File: src/rtl/psg_mix_pkg.sv
// Shared types and constants for the PSG stereo mixer slice.
// Optional sigma-delta DAC output is enabled by the PSG_SIGMA_DELTA_EN macro.
package psg_mix_pkg;

    localparam int unsigned MIX_W = 10;
    localparam int unsigned CH_W  = 8;

    localparam logic [CH_W-1:0] BEEP_LEVEL = 8'd255;

    localparam logic [1:0] MODE_MONO = 2'b00;
    localparam logic [1:0] MODE_ABC  = 2'b01;
    localparam logic [1:0] MODE_ACB  = 2'b10;

    typedef enum logic [2:0] {
        ST_IDLE,
        ST_LATCH,
        ST_ADD0,
        ST_ADD1,
        ST_ADD2,
        ST_ADD3,
        ST_DONE
    } mix_state_e;

    typedef struct packed {
        logic [CH_W-1:0] a;
        logic [CH_W-1:0] b;
        logic [CH_W-1:0] c;
        logic            beep;
        logic [1:0]      mode;
        logic            mute;
    } mix_snap_t;

    // Term idx (0..3) of the left or right mix for the captured snapshot.
    function automatic logic [CH_W-1:0] mix_term(input mix_snap_t s,
                                                 input logic [1:0] idx,
                                                 input logic right);
        logic [CH_W-1:0] bp;
        logic [CH_W-1:0] t;
        bp = s.beep ? BEEP_LEVEL : 8'd0;
        t  = bp;
        case (s.mode)
            MODE_ABC: begin
                if (idx != 2'd3) t = (idx == 2'd2) ? s.b : (right ? s.c : s.a);
            end
            MODE_ACB: begin
                if (idx != 2'd3) t = (idx == 2'd2) ? s.c : (right ? s.b : s.a);
            end
            default: begin
                case (idx)
                    2'd0:    t = s.a;
                    2'd1:    t = s.b;
                    2'd2:    t = s.c;
                    default: t = bp;
                endcase
            end
        endcase
        return t;
    endfunction

endpackage

File: src/rtl/psg_sigma_delta.sv
// First-order sigma-delta modulator: ones-density of dac_o is level_i / 2^MIX_W.
module psg_sigma_delta
    import psg_mix_pkg::*;
(
    input  logic             clk,
    input  logic             rst_n,
    input  logic [MIX_W-1:0] level_i,
    output logic             dac_o
);

    localparam int unsigned ACC_W = MIX_W + 1;

    logic [ACC_W-1:0] acc_q;
    logic [ACC_W-1:0] acc_d;

    // Carry out of the previous add is dropped from the running sum and becomes the bit.
    always_comb begin
        acc_d = ACC_W'(acc_q[MIX_W-1:0]) + ACC_W'(level_i);
    end

    always_ff @(posedge clk or negedge rst_n) begin
        if (!rst_n) acc_q <= '0;
        else        acc_q <= acc_d;
    end

    assign dac_o = acc_q[MIX_W];

endmodule

File: src/rtl/psg_stereo_mixer.sv
// Sequential stereo mixer for three PSG channels plus beeper, one term per clock.
// Define PSG_SIGMA_DELTA_EN to build the per-side sigma-delta DAC outputs.
module psg_stereo_mixer
    import psg_mix_pkg::*;
(
    input  logic             clk,
    input  logic             rst_n,
    input  logic             ce_sample_i,
    input  logic [7:0]       channel_a_i,
    input  logic [7:0]       channel_b_i,
    input  logic [7:0]       channel_c_i,
    input  logic             beeper_i,
    input  logic [1:0]       stereo_mode_i,
    input  logic             mute_i,
    output logic [MIX_W-1:0] audio_l_o,
    output logic [MIX_W-1:0] audio_r_o,
    output logic             sample_valid_o,
    output logic             overrun_o,
    output logic             dac_l_o,
    output logic             dac_r_o
);

    mix_state_e       state_q, state_d;
    mix_snap_t        snap_q, snap_d;
    logic [MIX_W-1:0] acc_l_q, acc_l_d;
    logic [MIX_W-1:0] acc_r_q, acc_r_d;
    logic [MIX_W-1:0] audio_l_q, audio_l_d;
    logic [MIX_W-1:0] audio_r_q, audio_r_d;
    logic             valid_q, valid_d;
    logic             overrun_q, overrun_d;

    logic [1:0]       term_idx;
    logic [CH_W-1:0]  term_l;
    logic [CH_W-1:0]  term_r;

    always_comb begin
        case (state_q)
            ST_ADD1: term_idx = 2'd1;
            ST_ADD2: term_idx = 2'd2;
            ST_ADD3: term_idx = 2'd3;
            default: term_idx = 2'd0;
        endcase
    end

    assign term_l = mix_term(snap_q, term_idx, 1'b0);
    assign term_r = mix_term(snap_q, term_idx, 1'b1);

    // Next-state and datapath; any strobe outside IDLE only raises the sticky overrun.
    always_comb begin
        state_d   = state_q;
        snap_d    = snap_q;
        acc_l_d   = acc_l_q;
        acc_r_d   = acc_r_q;
        audio_l_d = audio_l_q;
        audio_r_d = audio_r_q;
        valid_d   = 1'b0;
        overrun_d = overrun_q;

        if (ce_sample_i && (state_q != ST_IDLE)) overrun_d = 1'b1;

        case (state_q)
            ST_IDLE: begin
                if (ce_sample_i) begin
                    snap_d.a    = channel_a_i;
                    snap_d.b    = channel_b_i;
                    snap_d.c    = channel_c_i;
                    snap_d.beep = beeper_i;
                    snap_d.mode = stereo_mode_i;
                    snap_d.mute = mute_i;
                    state_d     = ST_LATCH;
                end
            end
            ST_LATCH: begin
                acc_l_d = '0;
                acc_r_d = '0;
                state_d = ST_ADD0;
            end
            ST_ADD0, ST_ADD1, ST_ADD2, ST_ADD3: begin
                acc_l_d = acc_l_q + MIX_W'(term_l);
                acc_r_d = acc_r_q + MIX_W'(term_r);
                case (state_q)
                    ST_ADD0: state_d = ST_ADD1;
                    ST_ADD1: state_d = ST_ADD2;
                    ST_ADD2: state_d = ST_ADD3;
                    default: state_d = ST_DONE;
                endcase
            end
            ST_DONE: begin
                audio_l_d = snap_q.mute ? '0 : acc_l_q;
                audio_r_d = snap_q.mute ? '0 : acc_r_q;
                valid_d   = 1'b1;
                state_d   = ST_IDLE;
            end
            default: state_d = ST_IDLE;
        endcase
    end

    always_ff @(posedge clk or negedge rst_n) begin
        if (!rst_n) begin
            state_q   <= ST_IDLE;
            snap_q    <= '0;
            acc_l_q   <= '0;
            acc_r_q   <= '0;
            audio_l_q <= '0;
            audio_r_q <= '0;
            valid_q   <= 1'b0;
            overrun_q <= 1'b0;
        end else begin
            state_q   <= state_d;
            snap_q    <= snap_d;
            acc_l_q   <= acc_l_d;
            acc_r_q   <= acc_r_d;
            audio_l_q <= audio_l_d;
            audio_r_q <= audio_r_d;
            valid_q   <= valid_d;
            overrun_q <= overrun_d;
        end
    end

    assign audio_l_o      = audio_l_q;
    assign audio_r_o      = audio_r_q;
    assign sample_valid_o = valid_q;
    assign overrun_o      = overrun_q;

`ifdef PSG_SIGMA_DELTA_EN
    psg_sigma_delta u_sd_l (
        .clk     (clk),
        .rst_n   (rst_n),
        .level_i (audio_l_q),
        .dac_o   (dac_l_o)
    );

    psg_sigma_delta u_sd_r (
        .clk     (clk),
        .rst_n   (rst_n),
        .level_i (audio_r_q),
        .dac_o   (dac_r_o)
    );
`else
    assign dac_l_o = 1'b0;
    assign dac_r_o = 1'b0;
`endif

endmodule

File: config.mk
export PLATFORM = sky130hd
export DESIGN_NAME = psg_stereo_mixer
export DESIGN_NICKNAME = d
export VERILOG_FILES = /design/src/rtl/psg_mix_pkg.sv /design/src/rtl/psg_sigma_delta.sv /design/src/rtl/psg_stereo_mixer.sv
export SDC_FILE = /design/constraint.sdc
export NUM_CORES = 1
export LEC_CHECK = 0
export CAP_MARGIN = 15
export CORE_MARGIN = 8
export CORE_UTILIZATION = 52
export CTS_BUF_LIST = sky130_fd_sc_hd__clkbuf_2 sky130_fd_sc_hd__clkbuf_4 sky130_fd_sc_hd__clkbuf_8
export DETAILED_ROUTE_END_ITERATION = 8
export PLACE_DENSITY = 0.78
export RECOVER_POWER = 25
export SYNTH_ARGS = -nofsm -noshare
export SYNTH_HDL_FRONTEND = slang
export SYNTH_HIERARCHICAL = 1
export SYNTH_SLANG_ARGS = --single-unit
File: constraint.sdc
create_clock -name clk -period 3 [get_ports clk]
set_clock_uncertainty 0.05 [all_clocks]
set_input_delay 0.45 -clock clk [delete_from_list [all_inputs] [get_ports clk]]
set_output_delay 0.45 -clock clk [all_outputs]
set_load 0.01 [all_outputs]
==> metrics.md <==
| Metric | Value |
|---|---|
| Status | finished, violations left |
| Failing checks | capacitance limit, slew limit |
| Fin. Hold Viols | 0 |
| Critical Path Start | state_q[1] |
| Hold_ws | approximately 420 ps |
| Initial core utilization | between 50% and 60% |
| HP Start | overrun_o |
| I/O pin count | 55 |
| Die height | ~110 um |
| Final worst path period share | between 90 and 100% |
| Yosys reg bits | 73 |
| Synth cell types | 53 |
| CP arrival | 3080 ps |
| Number of fill cells | between 600 and 700 |
| Max-cap viol count | 1 |
| Critical path peak fanout | 9 |
| Clock Path Buffers | 2 |
| Synth top area share | roughly 41% |
| Vias in the first global route | ~3800 |
| CTS tree | done |
| CP Capture Point | acc_l_q[7] |
| Final worst path period need | approximately 2900 ps |
| Nets | 608 |
| Layout area overhead | 28.8% |
| Global route overflow | 0 |
| Cell accounting for the most synthesized area | dfrtp_1 |
| First-pass GRT wire length | 19200 um |
| Crit start category | flop |
| Share of flip-flops with an asynchronous set or reset | 100% |
| CTS Buf Count | 9 |
| Latest clock arrival within the worst-skew pair | 340 ps |
| Routability cong. | 0.896 |
| Reg2reg start | state_q[1] |
| DRC viols | 0 |
| Vias per Instance | between 5 and 6 |
| Worst Max-Slew Pin Slew | 1680 ps |
| Clock slew seen by the registers of the worst setup and hold paths | roughly 80 ps |
| Rows | 34 |
| Main synth FF type | dfrtp_1 |
| Setup crit end kind | flop |
| Drt total wl | 11700 um |
| Seq/Total Area, Yosys | slightly above 40% |
| Slew headroom | -12.3% |
| WS Path Type | flop to flop |
| Pre-antenna DRT Iters | 5 |
| Final Max Slew Viols | 33 |
| CTS Hold Bufs | 0 |
| Worst hold stages | 1 |
| Ant diodes | 0 |
| Synth top area cells | dfrtp_1 (41%), mux2_2 (9.0%), o21ai_0 (6.3%) |
| Final core utilization | approximately two thirds |
| EDFF count, synth | 0 |
| FF-to-FF End | acc_l_q[7] |
| Post-Synthesis Cells | about 480 |
| Die Wd | roughly 110 um |
| Largest net degree at the start of global routing | 43 |
| Initial DRC count | between 200 and 300 |
| Hold WC Path Type | flop to flop |
| Reg2reg setup slack | slightly above 80 ps |
| Core area | 8550 sq um |
| Routed Antenna Nets | 0 |
| Syn Std Cell Area | between 4000 and 5000 sq um |
| WP data required | around 3200 ps |
| Final setup violation count | 0 |
| Layout cells sized above 1 | between 20 and 30% |
| Number of port buffers | 52 |
| Worst Reg-to-Reg Cells | 11 |
| Die Area | about 12000 sq um |
| Fmax | roughly 340 MHz |
| Syn Area/Cell | between 9 and 10 sq um |
| DP HPWL | 8660 um |
| RSZ-0062 raised after global routing | true |
| GRT Overall Usage | between 20 and 25% |
| Number of H-tree levels | 3 |
| Clock Tree Root | clkbuf_8 |
| Vias | roughly 4000 |
| Clock sink count | 73 |
| YS warnings | 6 |
| Initial antenna violation count | 0 |
| Wire length per cell | around 18 um |
critical path, cell delays in order, from the launching register on:
cell and delay (ps):
dfrtp_2 470, nor3_4 210, buf_12 160, mux2_4 310, a221oi_4 280, o21bai_1 110, ha_1 310, a211oi_2 310
o211ai_1 140, a31oi_1 210, xor2_1 160, o21ai_1 70
worst min path at each step:
stage | slack [ps] | to
final | 420 | overrun_o
after global routing | 450 | overrun_o
after global placement | 400 | overrun_o
after CTS | 130 | acc_l_q[6]
after detailed placement | 400 | overrun_o
after floorplan | 100 | acc_l_q[0]
area by class of cell:
cell class                      instances  area [sq um]  share of cell area, %
Clock buffer                           10           138                   2.38
Clock inverter                          5          56.3                  0.973
Timing Repair Buffer                   97           878                   15.2
Inverter                               13          48.8                  0.843
Multi-Input combinational cell        363          2700                   46.7
Sequential cell                        73          1830                   31.6
Tap cell                              108           135                   2.34
state kept, by name (all words and copies together) (netlist names):
| name | flops |
|---|---|
| snap_q | 28 |
| acc_l_q | 10 |
| acc_r_q | 10 |
| audio_l_o | 10 |
| audio_r_o | 10 |
| state_q | 3 |
| overrun_o | 1 |
| sample_valid_o | 1 |
repair_timing:
action,CTS,global route
buffers inserted,0,6
setup endpoints to repair,9,12
gates resized for setup,9,43
pin swaps,4,19
endpoints found under the hold margin,0,0
metrics by stage:
step	std cells	TNS, ps	setup WS, ps	area, sq um
2_1_floorplan	479	-12.2	-9.10	4510
3_3_place_gp	648	-68.1	-51.1	5340
3_5_place_dp	648	-403	-83.1	5340
4_1_cts	663	0	2.01	5560
5_1_grt	669	-254	-81.2	5790
6_report	669	0	82.8	5790
routing by layer:
metal	part of all wire (%)	vias to the layer above	GRT usage [%]	routed length [um]
li1	-	1899	-	-
met1	44	1900	26.8	5120
met2	48	138	32.1	5630
met3	6.0	24	3.90	706
met4	2.3	0	6.65	266
met5	0	-	0	0
Yosys cell counts, types with 13 or more instances:
master    count
dfrtp_1      73
nand2_1      66
o21ai_0      57
mux2_2       36
nand2b_1     26
a21oi_1      23
ha_1         18
o22ai_1      16
clkbuf_1     13
placed cells by master, fill, tap and decap left out, types with 9 or more instances in the layout:
cell,count
mux2i_1,11
a21oi_1,18
nand2_1,66
mux2_2,34
o211ai_1,9
clkbuf_8,10
clkdlybuf4s50_1,51
inv_1,11
nand3_1,9
o22ai_1,16
nand2b_1,24
ha_1,11
o21ai_0,47
buf_4,41
dfrtp_1,70
kinds of logic (layout without fill, tap and decap cells):
logic type,Yosys count,after routing,synth area share [%]
AO/OA/AOI/OAI,161,161,22.5
flip-flops,73,73,40.7
AND/OR/NAND/NOR,127,127,13.5
other,1,2,0.0835
XOR/XNOR,4,4,0.780
multiplexers,49,49,12.0
buffers and inverters,43,125,4.57
adder cells (fa/ha/maj),20,20,5.90
Power is not shown: default switching activity piles up to over one toggle a cycle in this logic, so the estimate is an artifact.
